==> src/rtl/cache_bus_arb_if.sv <==
// Burst bus bundle shared by the cache refill requesters and the system bus master port.
// The master modport drives the command side; the slave modport answers it.
interface cache_bus_arb_if #(
    parameter int ADDR_W  = 32,
    parameter int DATA_W  = 32,
    parameter int BURST_W = 5
);
    logic [ADDR_W-1:0]   address;
    logic [DATA_W/8-1:0] byteEnable;
    logic                read;
    logic                write;
    logic [DATA_W-1:0]   writeData;
    logic [BURST_W-1:0]  burstCount;
    logic                beginBurstTransfer;
    logic                waitRequest;
    logic [DATA_W-1:0]   readData;
    logic                readDataValid;

    modport master (
        output address, byteEnable, read, write, writeData, burstCount, beginBurstTransfer,
        input  waitRequest, readData, readDataValid
    );

    modport slave (
        input  address, byteEnable, read, write, writeData, burstCount,
        output waitRequest, readData, readDataValid
    );
endinterface

==> src/rtl/cache_bus_arb.sv <==
// Two-requester burst arbiter: s0 (data cache) and s1 (instruction cache) share m0 for whole bursts.
// Define CACHE_BUS_ARB_RR_EN for round-robin arbitration; otherwise s0 has fixed priority.
module cache_bus_arb #(
    parameter int ADDR_W  = 32,
    parameter int DATA_W  = 32,
    parameter int BURST_W = 5
) (
    input  logic                    clk,
    input  logic                    rest,
    cache_bus_arb_if.slave          s0,
    cache_bus_arb_if.slave          s1,
    cache_bus_arb_if.master         m0,
    output logic [1:0]              o_dbg_state,
    output logic                    o_dbg_grant
);
    typedef enum logic [1:0] {IDLE = 2'd0, CMD = 2'd1, RD_DATA = 2'd2, WR = 2'd3} state_t;

    state_t             r_state, w_state_nxt;
    logic               r_grant, w_grant_nxt;
    logic               r_last_grant, w_last_grant_nxt;
    logic [BURST_W-1:0] r_remaining, w_remaining_nxt;

    logic                w_act0, w_act1, w_winner;
    logic                w_g_read, w_g_write;
    logic [ADDR_W-1:0]   w_g_address;
    logic [DATA_W/8-1:0] w_g_byteEnable;
    logic [DATA_W-1:0]   w_g_writeData;
    logic [BURST_W-1:0]  w_g_burstCount, w_beats;
    logic                w_rd_acc, w_wr_acc;

    assign w_act0 = s0.read | s0.write;
    assign w_act1 = s1.read | s1.write;

`ifdef CACHE_BUS_ARB_RR_EN
    assign w_winner = (w_act0 && w_act1) ? ~r_last_grant : ~w_act0;
`else
    assign w_winner = ~w_act0;
`endif

    assign w_g_read       = r_grant ? s1.read       : s0.read;
    assign w_g_write      = r_grant ? s1.write      : s0.write;
    assign w_g_address    = r_grant ? s1.address    : s0.address;
    assign w_g_byteEnable = r_grant ? s1.byteEnable : s0.byteEnable;
    assign w_g_writeData  = r_grant ? s1.writeData  : s0.writeData;
    assign w_g_burstCount = r_grant ? s1.burstCount : s0.burstCount;
    // A zero burst count is a single beat.
    assign w_beats = (w_g_burstCount == '0) ? BURST_W'(1) : w_g_burstCount;

    // Read wins when a requester raises both commands; the write is never issued.
    assign w_rd_acc = w_g_read & ~m0.waitRequest;
    assign w_wr_acc = w_g_write & ~w_g_read & ~m0.waitRequest;

    assign s0.readData  = m0.readData;
    assign s1.readData  = m0.readData;
    assign o_dbg_state  = r_state;
    assign o_dbg_grant  = r_grant;

    always_comb begin
        w_state_nxt           = r_state;
        w_grant_nxt           = r_grant;
        w_last_grant_nxt      = r_last_grant;
        w_remaining_nxt       = r_remaining;
        m0.address            = '0;
        m0.byteEnable         = '0;
        m0.writeData          = '0;
        m0.burstCount         = '0;
        m0.read               = 1'b0;
        m0.write              = 1'b0;
        m0.beginBurstTransfer = 1'b0;
        s0.waitRequest        = 1'b1;
        s1.waitRequest        = 1'b1;
        s0.readDataValid      = 1'b0;
        s1.readDataValid      = 1'b0;
        case (r_state)
            IDLE: begin
                if (w_act0 || w_act1) begin
                    w_grant_nxt      = w_winner;
                    w_last_grant_nxt = w_winner;
                    w_state_nxt      = CMD;
                end
            end
            CMD: begin
                m0.address            = w_g_address;
                m0.byteEnable         = w_g_byteEnable;
                m0.writeData          = w_g_writeData;
                m0.burstCount         = w_g_burstCount;
                m0.read               = w_g_read;
                m0.write              = w_g_write & ~w_g_read;
                m0.beginBurstTransfer = 1'b1;
                if (r_grant) s1.waitRequest = m0.waitRequest;
                else         s0.waitRequest = m0.waitRequest;
                if (w_rd_acc) begin
                    w_remaining_nxt = w_beats;
                    w_state_nxt     = RD_DATA;
                end else if (w_wr_acc) begin
                    w_remaining_nxt = w_beats - BURST_W'(1);
                    w_state_nxt     = (w_beats == BURST_W'(1)) ? IDLE : WR;
                end else if (!w_g_read && !w_g_write) begin
                    w_state_nxt = IDLE;
                end
            end
            RD_DATA: begin
                if (r_grant) s1.readDataValid = m0.readDataValid;
                else         s0.readDataValid = m0.readDataValid;
                if (m0.readDataValid) begin
                    w_remaining_nxt = r_remaining - BURST_W'(1);
                    if (r_remaining == BURST_W'(1)) w_state_nxt = IDLE;
                end
            end
            WR: begin
                m0.address    = w_g_address;
                m0.byteEnable = w_g_byteEnable;
                m0.writeData  = w_g_writeData;
                m0.burstCount = w_g_burstCount;
                m0.write      = w_g_write;
                if (r_grant) s1.waitRequest = m0.waitRequest;
                else         s0.waitRequest = m0.waitRequest;
                if (w_g_write && !m0.waitRequest) begin
                    w_remaining_nxt = r_remaining - BURST_W'(1);
                    if (r_remaining == BURST_W'(1)) w_state_nxt = IDLE;
                end
            end
            default: w_state_nxt = IDLE;
        endcase
    end

    always_ff @(posedge clk) begin
        if (!rest) begin
            r_state      <= IDLE;
            r_grant      <= 1'b0;
            r_last_grant <= 1'b1;
            r_remaining  <= '0;
        end else begin
            r_state      <= w_state_nxt;
            r_grant      <= w_grant_nxt;
            r_last_grant <= w_last_grant_nxt;
            r_remaining  <= w_remaining_nxt;
        end
    end
endmodule

==> src/flat_wrapper.sv <==
// flat-port wrapper written by rule: the top's interface ports become plain ports
module cache_bus_arb_flat 
#(
    parameter int ADDR_W  = 32,
    parameter int DATA_W  = 32,
    parameter int BURST_W = 5
)
  (clk, rest, o_dbg_state, o_dbg_grant, s0_address, s0_byteEnable, s0_read, s0_write, s0_writeData, s0_burstCount, s0_waitRequest, s0_readData, s0_readDataValid, s1_address, s1_byteEnable, s1_read, s1_write, s1_writeData, s1_burstCount, s1_waitRequest, s1_readData, s1_readDataValid, m0_address, m0_byteEnable, m0_read, m0_write, m0_writeData, m0_burstCount, m0_beginBurstTransfer, m0_waitRequest, m0_readData, m0_readDataValid);
  cache_bus_arb_if #(.ADDR_W(ADDR_W), .DATA_W(DATA_W), .BURST_W(BURST_W)) s0_i ();
  cache_bus_arb_if #(.ADDR_W(ADDR_W), .DATA_W(DATA_W), .BURST_W(BURST_W)) s1_i ();
  cache_bus_arb_if #(.ADDR_W(ADDR_W), .DATA_W(DATA_W), .BURST_W(BURST_W)) m0_i ();
  input  logic clk;
  input  logic rest;
  output logic [1:0] o_dbg_state;
  output logic o_dbg_grant;
  input wire logic [$bits(s0_i.address)-1:0] s0_address;
  input wire logic [$bits(s0_i.byteEnable)-1:0] s0_byteEnable;
  input wire logic [$bits(s0_i.read)-1:0] s0_read;
  input wire logic [$bits(s0_i.write)-1:0] s0_write;
  input wire logic [$bits(s0_i.writeData)-1:0] s0_writeData;
  input wire logic [$bits(s0_i.burstCount)-1:0] s0_burstCount;
  output wire logic [$bits(s0_i.waitRequest)-1:0] s0_waitRequest;
  output wire logic [$bits(s0_i.readData)-1:0] s0_readData;
  output wire logic [$bits(s0_i.readDataValid)-1:0] s0_readDataValid;
  input wire logic [$bits(s1_i.address)-1:0] s1_address;
  input wire logic [$bits(s1_i.byteEnable)-1:0] s1_byteEnable;
  input wire logic [$bits(s1_i.read)-1:0] s1_read;
  input wire logic [$bits(s1_i.write)-1:0] s1_write;
  input wire logic [$bits(s1_i.writeData)-1:0] s1_writeData;
  input wire logic [$bits(s1_i.burstCount)-1:0] s1_burstCount;
  output wire logic [$bits(s1_i.waitRequest)-1:0] s1_waitRequest;
  output wire logic [$bits(s1_i.readData)-1:0] s1_readData;
  output wire logic [$bits(s1_i.readDataValid)-1:0] s1_readDataValid;
  output wire logic [$bits(m0_i.address)-1:0] m0_address;
  output wire logic [$bits(m0_i.byteEnable)-1:0] m0_byteEnable;
  output wire logic [$bits(m0_i.read)-1:0] m0_read;
  output wire logic [$bits(m0_i.write)-1:0] m0_write;
  output wire logic [$bits(m0_i.writeData)-1:0] m0_writeData;
  output wire logic [$bits(m0_i.burstCount)-1:0] m0_burstCount;
  output wire logic [$bits(m0_i.beginBurstTransfer)-1:0] m0_beginBurstTransfer;
  input wire logic [$bits(m0_i.waitRequest)-1:0] m0_waitRequest;
  input wire logic [$bits(m0_i.readData)-1:0] m0_readData;
  input wire logic [$bits(m0_i.readDataValid)-1:0] m0_readDataValid;
  assign s0_i.address = s0_address;
  assign s0_i.byteEnable = s0_byteEnable;
  assign s0_i.read = s0_read;
  assign s0_i.write = s0_write;
  assign s0_i.writeData = s0_writeData;
  assign s0_i.burstCount = s0_burstCount;
  assign s0_waitRequest = s0_i.waitRequest;
  assign s0_readData = s0_i.readData;
  assign s0_readDataValid = s0_i.readDataValid;
  assign s1_i.address = s1_address;
  assign s1_i.byteEnable = s1_byteEnable;
  assign s1_i.read = s1_read;
  assign s1_i.write = s1_write;
  assign s1_i.writeData = s1_writeData;
  assign s1_i.burstCount = s1_burstCount;
  assign s1_waitRequest = s1_i.waitRequest;
  assign s1_readData = s1_i.readData;
  assign s1_readDataValid = s1_i.readDataValid;
  assign m0_address = m0_i.address;
  assign m0_byteEnable = m0_i.byteEnable;
  assign m0_read = m0_i.read;
  assign m0_write = m0_i.write;
  assign m0_writeData = m0_i.writeData;
  assign m0_burstCount = m0_i.burstCount;
  assign m0_beginBurstTransfer = m0_i.beginBurstTransfer;
  assign m0_i.waitRequest = m0_waitRequest;
  assign m0_i.readData = m0_readData;
  assign m0_i.readDataValid = m0_readDataValid;
  cache_bus_arb #(.ADDR_W(ADDR_W), .DATA_W(DATA_W), .BURST_W(BURST_W)) u_core (.clk(clk), .rest(rest), .s0(s0_i), .s1(s1_i), .m0(m0_i), .o_dbg_state(o_dbg_state), .o_dbg_grant(o_dbg_grant));
endmodule
==> config.mk <==
export PLATFORM = sky130hd
export DESIGN_NAME = cache_bus_arb_flat
export DESIGN_NICKNAME = d
export VERILOG_FILES = /design/src/rtl/cache_bus_arb_if.sv /design/src/rtl/cache_bus_arb.sv /design/src/flat_wrapper.sv
export SDC_FILE = /design/constraint.sdc
export NUM_CORES = 1
export LEC_CHECK = 0
export ABC_CLOCK_PERIOD_IN_PS = 3900
export BUFFER_PORTS_ARGS = -buffer_cell sky130_fd_sc_hd__buf_2
export CORE_AREA = 4 4 127 129
export CTS_CLUSTER_SIZE = 24
export DETAILED_ROUTE_END_ITERATION = 16
export DIE_AREA = 0 0 131 133
export PLACE_DENSITY = 0.54
export SLEW_MARGIN = 20
export SYNTH_ARGS = -nofsm -noshare
export SYNTH_HDL_FRONTEND = slang
export SYNTH_SLANG_ARGS = --single-unit
==> constraint.sdc <==
create_clock -name clk -period 3.9 [get_ports clk]
set_input_delay 0.195 -clock clk [delete_from_list [all_inputs] [get_ports clk]]
set_output_delay 0.195 -clock clk [all_outputs]
set_load 0.02 [all_outputs]
# == Yosys cells after proc, flatten, opt, wreduce, memory -nomap -nowiden ==
# Cells that the tools add are included.
# word_totals
reg_bits,8
# classes
bitwise,8
n_reduce_logical,13
n_eq_ne,10
n_addsub,2
n_mux,36
# ops
cell,n
2-to-1 mux 32 bit,4
2-to-1 mux 5 bit,7
2-to-1 mux 2 bit,8
one-hot mux 5 bit (3 select lines),1
2-to-1 mux 1 bit,12
"== test 5 x 1 -> 1 bit, second input constant",2
"subtractor 5 x 1 -> 5 bit, second input constant",2
2-to-1 mux 4 bit,2
one-hot mux 2 bit (4 select lines),1
AND reduction 4 bit,2
logical NOT 5 bit,1
"== test 2 bit, second input constant",2
"inequality test 2 x 1 -> 1 bit, second input constant",2
"inequality test 4 x 1 -> 1 bit, second input constant",1
AND 1 bit,3
logical NOT 1 bit,3
"inequality test 3 x 1 -> 1 bit, second input constant",1
NOT 1 bit,3
nonzero test 3 bit,1
"== test 2 x 1 -> 1 bit, second input constant",1
logical AND 1 bit,2
logical NOT 2 bit,1
"inequality test 2 bit, second input constant",1
bitwise OR 1 bit,2
4 further kinds,4

# == Logic depth before layout (Yosys ltp) ==
# Gate-level depths: netlist of run 1.
# logic_depth
word_depth,8
depth_mapped,10

# == Worst setup path before layout of run 1 ==
# No wires, ideal clock.
# synth_timing
path_type,register -> register
start,reg u_core.r_grant (netlist: u_core.o_dbg_grant)
end,reg u_core.r_remaining[2]
path_stages_with_launch,10
path_buffers,0
required_time_ns,3.784
path_slack_ns,1.912
arrival_time_ns,1.873
setup_ns,0.116
cell_sequence,dfxtp_1 nor4b_1 nor2_1 o21ai_2 inv_1 ha_1 o21ai_1 xnor2_1 o21ai_1 a31o_1
# synth_via
elab_chain_cells,7
word_cells_on_any_way,17
classes_between,add/sub: 1; eq/ne: 2; mux: 7; bitwise: 4; reduce/logical: 3
# synth_rtl
element,line_no,text
start: declaration,cache_bus_arb.sv:19,"logic r_grant, w_grant_nxt;"
start signal: assignment,cache_bus_arb.sv:135,r_grant <= w_grant_nxt;
2-to-1 mux 5 bit,cache_bus_arb.sv:45,assign w_g_burstCount = r_grant ? s1.burstCount : s0.burstCount;
logical NOT 5 bit,cache_bus_arb.sv:47,assign w_beats = (w_g_burstCount == '0) ? BURST_W'(1) : w_g_burstCount;
2-to-1 mux 5 bit,cache_bus_arb.sv:47,
subtractor 5 x 1 -> 5 bit,cache_bus_arb.sv:96,w_remaining_nxt = w_beats - BURST_W'(1);
2-to-1 mux 5 bit,cache_bus_arb.sv:95,end else if (w_wr_acc) begin
2-to-1 mux 5 bit,cache_bus_arb.sv:92,if (w_rd_acc) begin
one-hot mux 5 bit (3 select lines),cache_bus_arb.sv:74,case (r_state)
end signal: assignment,cache_bus_arb.sv:137,r_remaining <= w_remaining_nxt;
end: declaration,cache_bus_arb.sv:21,"logic [BURST_W-1:0] r_remaining, w_remaining_nxt;"
# Parallel ways exist; a longest one is shown, timed or not. The select of a mux whose other input is x is not followed.
# A chain may end at the register's enable or synchronous reset.

# == Worst setup path after layout of run 1 ==
# layout_timing
start,reg u_core.r_grant (netlist: u_core.o_dbg_grant)
end,out m0_burstCount[3]
# layout_via
elab_chain_cells,2
# layout_rtl
element,line_no,text
2-to-1 mux 5 bit,cache_bus_arb.sv:45,
2-to-1 mux 5 bit,cache_bus_arb.sv:74,
end: declaration,flat_wrapper.sv:39,output wire logic [$bits(m0_i.burstCount)-1:0] m0_burstCount;
# Every way passes these cells.

==> results of run 1 <==
## worst max-delay path: stages, from the launching register on
cell and delay (ps):
dfxtp_4 820, buf_4 660, mux2i_1 360, nor2b_1 70, buf_2 170
## cells in the final DEF, fill, tap and decap left out, types with 2 or more instances in the layout
cell type / count
inv_1: 5
mux2i_1: 76
buf_2: 236
nor4_1: 3
ha_1: 4
o21ai_0: 2
nand3b_1: 3
dfxtp_1: 6
nor4b_1: 2
and2_1: 2
or2_2: 2
a21oi_1: 6
nand2_1: 9
nor3_1: 5
nand4_1: 2
nand4b_1: 2
nand3_1: 2
o21ai_1: 3
clkbuf_16: 3
mux2_2: 3
buf_4: 2
a31o_1: 2
nor2b_1: 75
nor2_1: 9
nand2b_1: 3
## state kept, by name, indices dropped and copies added (netlist names)
signal and cells:
u_core.r_remaining 5, u_core.o_dbg_state 2, u_core.o_dbg_grant 1
## cells by family after synthesis
kind of cell	after synthesis	synth area share, %
multiplexers	80	31.6
XOR/XNOR	1	0.343
buffers and inverters	91	23.8
flip-flops	8	6.26
adder cells (fa/ha/maj)	4	1.96
AO/OA/AOI/OAI	24	6.61
AND/OR/NAND/NOR	124	29.4
## area by class of cell
cell class / instances / share of cell area [%]
repair buffers: 238 / 34.3
clock buffers: 4 / 2.26
well taps: 188 / 6.75
flip-flops and latches: 8 / 4.74
multi-input cells: 233 / 51.3
inverters: 6 / 0.646
## routing by layer
metal	part of all wire (%)	GRT usage, %	vias up
met5	0	0	-
met4	0.69	1.49	0
met3	8.6	2.38	9
met2	51	17.6	127
met1	40	11.0	1184
li1	-	-	1381
## path summary, 6_finish.rpt
kind	start	to	slack (ps)	cells past startpoint
worst max-delay path	u_core.o_dbg_grant$_SDFFE_PN0P_	m0_burstCount[3]	1380	4
worst min-delay path	s0_write	u_core.o_dbg_grant$_SDFFE_PN0P_	290	3
worst max register to register	u_core.o_dbg_grant$_SDFFE_PN0P_	u_core.r_remaining[2]$_SDFFE_PN0P_	1420	9
worst min register to register	u_core.r_remaining[4]$_SDFFE_PN0P_	u_core.r_remaining[4]$_SDFFE_PN0P_	530	2
## stage by stage
stage | util (%) | area (um^2) | std cells | hold slack [ps] | worst slack (ps)
2_1_floorplan | - | 2560 | 332 | 409 | 1910
3_3_place_gp | 22.7 | 3410 | 673 | 390 | 1450
3_5_place_dp | 22.7 | 3410 | 673 | 390 | 1410
4_1_cts | 23.2 | 3490 | 677 | 290 | 1320
5_1_grt | 23.2 | 3490 | 677 | 312 | 1110
6_report | 23.2 | 3490 | 677 | 295 | 1380
## power breakdown
part           switching, uW  internal (uW)
sequential              52.5           92.8
combinational            319            276
clock                   44.5            137
==> impl_metrics.toml, run 1 <==
[final_layout]
n_fill_cell = 1686
syn2layout_area_growth_pct = 36.3
final-seq-area_um2 = 165
nNetsFinal = 680
multi_input_area_um2 = 1790
antennaDiodeCount = 0
drive_gt1_share_pct = 52.1

[grt]
overflow = 0
antenna_found_initial = 0
grt_start_max_net_pins = 49
grt_pass1_wl_mm = 13.5
first_global_vias = 2634
track_usage_pct = 9.48

[clock_tree]
postCtsHoldBufs = 0
cts.clk_slew.worst_paths_ps = 40
clk_latency_ps = 240
cts_root_buffer = "clkbuf_16"
htree_levels = 1
cts-resized-gates = 0
cts_tree = "yes"
post_cts_buffers = 0
cts_buffers = 3
clock_sinks = 8
clockBufferDepth = 2

[run_status]
status = "finished, final reports clean"

[logic_synthesis]
synth_edf_count = 0
syn_inst = 332
asyncSetResetFlopFracSynth_pct = 0
syn_avg_cell_area_um2 = 7.70
ys_top_cells_by_area = "mux2i_1 30%, buf_4 20%, nor2b_1 18%"
synth_largest_area_cell = "mux2i_1"
synth_cell_types = 46
synthMostInstantiatedCell = "mux2i_1"
syn_nets = 522
ys_ff_latch = 8
netlist.area_leader.share_pct = 29.7
synthTopCellsByCount = "76 x mux2i_1, 75 x nor2b_1, 68 x buf_4"
syn-cell-area_um2 = 2560
synthFlopType = "dfxtp_1"
ys_warn_count = 0
yosysSeqAreaShare_pct = 6.26

[pwr]
peakVddDrop_uv = 118
p_total_uw = 921
total_leakage_power_uw = 0.00173
power.density_nw_per_um2 = 264

[sta]
relSlewSlack_pct = 49.9
worst_slew_pin_slew_ps = 751
finalSetupViolCount = 0
drv_slew = 0
period_share_pct = 64.5
grt_setup_unrepaired = "false"
fmax_mhz = 397
skew_ps = 5.12
hold_viol = 0
period_needed_ps = 2520
setup_tns_ps = 0

[die]
core_um2 = 15000
num_rows = 45
die_height_um = 133
die_area_um2 = 17400
start_util_pct = 17.0
io_pins = 333
fp.dieW_um = 131

[flow_run]
drv_cap = 0

[critical_path]
critPathLaunchType = "register"
critPathKind = "register to output port"
cp-end-kind = "output port"
critPathRequiredTime_ps = 3700
worstPathArrival_ps = 2320
worst-path-max-fanout = 48

[routing]
via_per_inst = 3.99
ant_nets = 0
routed_wl_mm = 9.48
drc_errors = 0
wl_per_cell_um = 14.0
routed-via-count = 2701
dr.pass1.iters = 6
drtIter0Drc = 134

[place]
dp_hpwl_mm = 8.07
gp_congestion = 0.767
port_buffers = 236

[hold_path]
hold_class = "input pin to register"
(Power assumes the default switching activity.)
==> inputs of run 2 (changes only) <==
ABC_CLOCK_PERIOD_IN_PS = 2100   (was 3900)
CORE_AREA = 4 4 126 128   (was 4 4 127 129)
DIE_AREA = 0 0 130 132   (was 0 0 131 133)
PLACE_DENSITY = 0.56   (was 0.54)
clock period = 2.1 ns   (was 3.9 ns; I/O delays follow)
==> run 2 against run 1 <==
Net effect: cell area is 1.8% higher; combinational power increased by 100%; non-clock buffer count rose by 5; critical path depth grew 4; register-to-register slack got worse by 1200 ps; final cell count up 1.2%.
==> impl_metrics.toml, run 2 (same netlist as run 1, synthesis figures left out) <==
[final_layout]
largest_reg_flops = 5
drive_gt1_share_pct = 52.8
syn2layout_area_growth_pct = 38.8
final_common_cell = "buf_2"
fin_area_um2 = 3550
nNetsFinal = 685
top_register = "u_core.r_remaining"
layout_common_cells = "236 x buf_2, 76 x mux2i_1, 75 x nor2b_1"

[clock_tree]
cts.clk_slew.worst_paths_ps = 40
postCtsHoldBufs = 0
cts_root_buffer = "clkbuf_16"
cts_buffers = 3
htree_levels = 1
clock_sinks = 8
clockBufferDepth = 2
clk_latency_ps = 230
post_cts_buffers = 0
cts-resized-gates = 0
cts_tree = "yes"

[sta]
hold_viol = 0
drv_slew = 0
worst_slew_pin_slew_ps = 508
period_needed_ps = 1910
relSlewSlack_pct = 65.5
setup_slack_ps = 194
skew_ps = 1.55
grt_setup_unrepaired = "false"
period_share_pct = 90.7
fmax_mhz = 525
finalSetupViolCount = 0
setup_tns_ps = 0
worst_hold_slack_ps = 210

[place]
gp_congestion = 0.791
dp_hpwl_mm = 9.26
port_buffers = 236
place_ws_ps = 116
placed_cell_area_um2 = 3460

[grt]
antenna_found_initial = 7
grt_start_max_net_pins = 55
overflow = 0
first_global_vias = 2668
track_usage_pct = 10.8
grt_pass1_wl_mm = 14.7

[die]
core_um2 = 14900
start_util_pct = 17.2
fp.dieW_um = 130
die_height_um = 132
io_pins = 333
die_area_um2 = 17200
num_rows = 45

[routing]
dr.pass1.iters = 4
routed_wl_mm = 10.5
routed-via-count = 2752
drc_errors = 0
via_per_inst = 4.02
ant_nets = 0
drtIter0Drc = 93
wl_per_cell_um = 15.3

[pwr]
p_total_uw = 1730
peakVddDrop_uv = 618
power.density_nw_per_um2 = 487
total_leakage_power_uw = 0.00176

[critical_path]
path_buf_inv = 1
cp_common_cell = "o21ai_1"
cpLargestDelayFamily = "compound AO/OA/AOI/OAI gates"
max_stage_delay_ps = 450
cp-end-kind = "register"
worstPathArrival_ps = 2030
critPathKind = "register to register"
worst-path-max-fanout = 12
critPathRequiredTime_ps = 2220
path_cells = "mux2_2 -> o21ai_2 -> inv_1 -> ha_1 -> o21ai_1 -> xnor2_1 -> o21ai_1 -> a31o_1"
critPathSlowestCell = "dfxtp_4"
critPathLaunchType = "register"

[flow_run]
drv_cap = 0

[hold_path]
hold_class = "input pin to output port"

[run_status]
status = "finished, final reports clean"
[run 2: area by class of cell]
type / instances / area [um^2]
well taps: 188 / 235
fillers: 1667 / 11300
flip-flops and latches: 8 / 165
multi-input cells: 233 / 1790
clock buffers: 4 / 78.8
diodes: 3 / 7.51
repair buffers: 243 / 1250
inverters: 6 / 22.5
[run 2: worst paths after layout]
kind / start / endpoint / slack (ps) / depth (start not counted)
min reg2reg: u_core.r_remaining[4]$_SDFFE_PN0P_ / u_core.r_remaining[4]$_SDFFE_PN0P_ / 530 / 2
min: m0_readData[27] / s0_readData[27] / 210 / 0
max reg2reg: u_core.o_dbg_grant$_SDFFE_PN0P_ / u_core.r_remaining[2]$_SDFFE_PN0P_ / 190 / 8
max: u_core.o_dbg_grant$_SDFFE_PN0P_ / u_core.r_remaining[2]$_SDFFE_PN0P_ / 190 / 8
[run 2: report_power, final]
part           leakage, uW  total, uW  switching [uW]  internal, uW
combinational      0.00165       1190             666           528
sequential       0.0000664        205            32.2           173
clock            0.0000382        329            75.7           253
[run 2: worst register-to-register path, stage by stage (launching register included)]
cell,delay [ps]
dfxtp_4,450
mux2_2,400
o21ai_2,160
inv_1,60
ha_1,170
o21ai_1,130
xnor2_1,150
o21ai_1,70
a31o_1,210
[run 2: through the flow]
stage / std cells / utilization (%)
after floorplan: 332 / -
after global placement: 678 / 23.3
after detailed placement: 678 / 23.3
after CTS: 682 / 23.8
after global routing: 684 / 23.9
final: 685 / 23.9
[run 2: per-layer routing]
metal | global-route usage (%) | vias up | part of all wire, % | wire, um
li1 | - | 1398 | - | -
met1 | 11.3 | 1197 | 36 | 3800
met2 | 20.0 | 133 | 50 | 5280
met3 | 5.06 | 16 | 12 | 1290
met4 | 0.924 | 8 | 0.54 | 57
met5 | 0 | - | 0.40 | 42
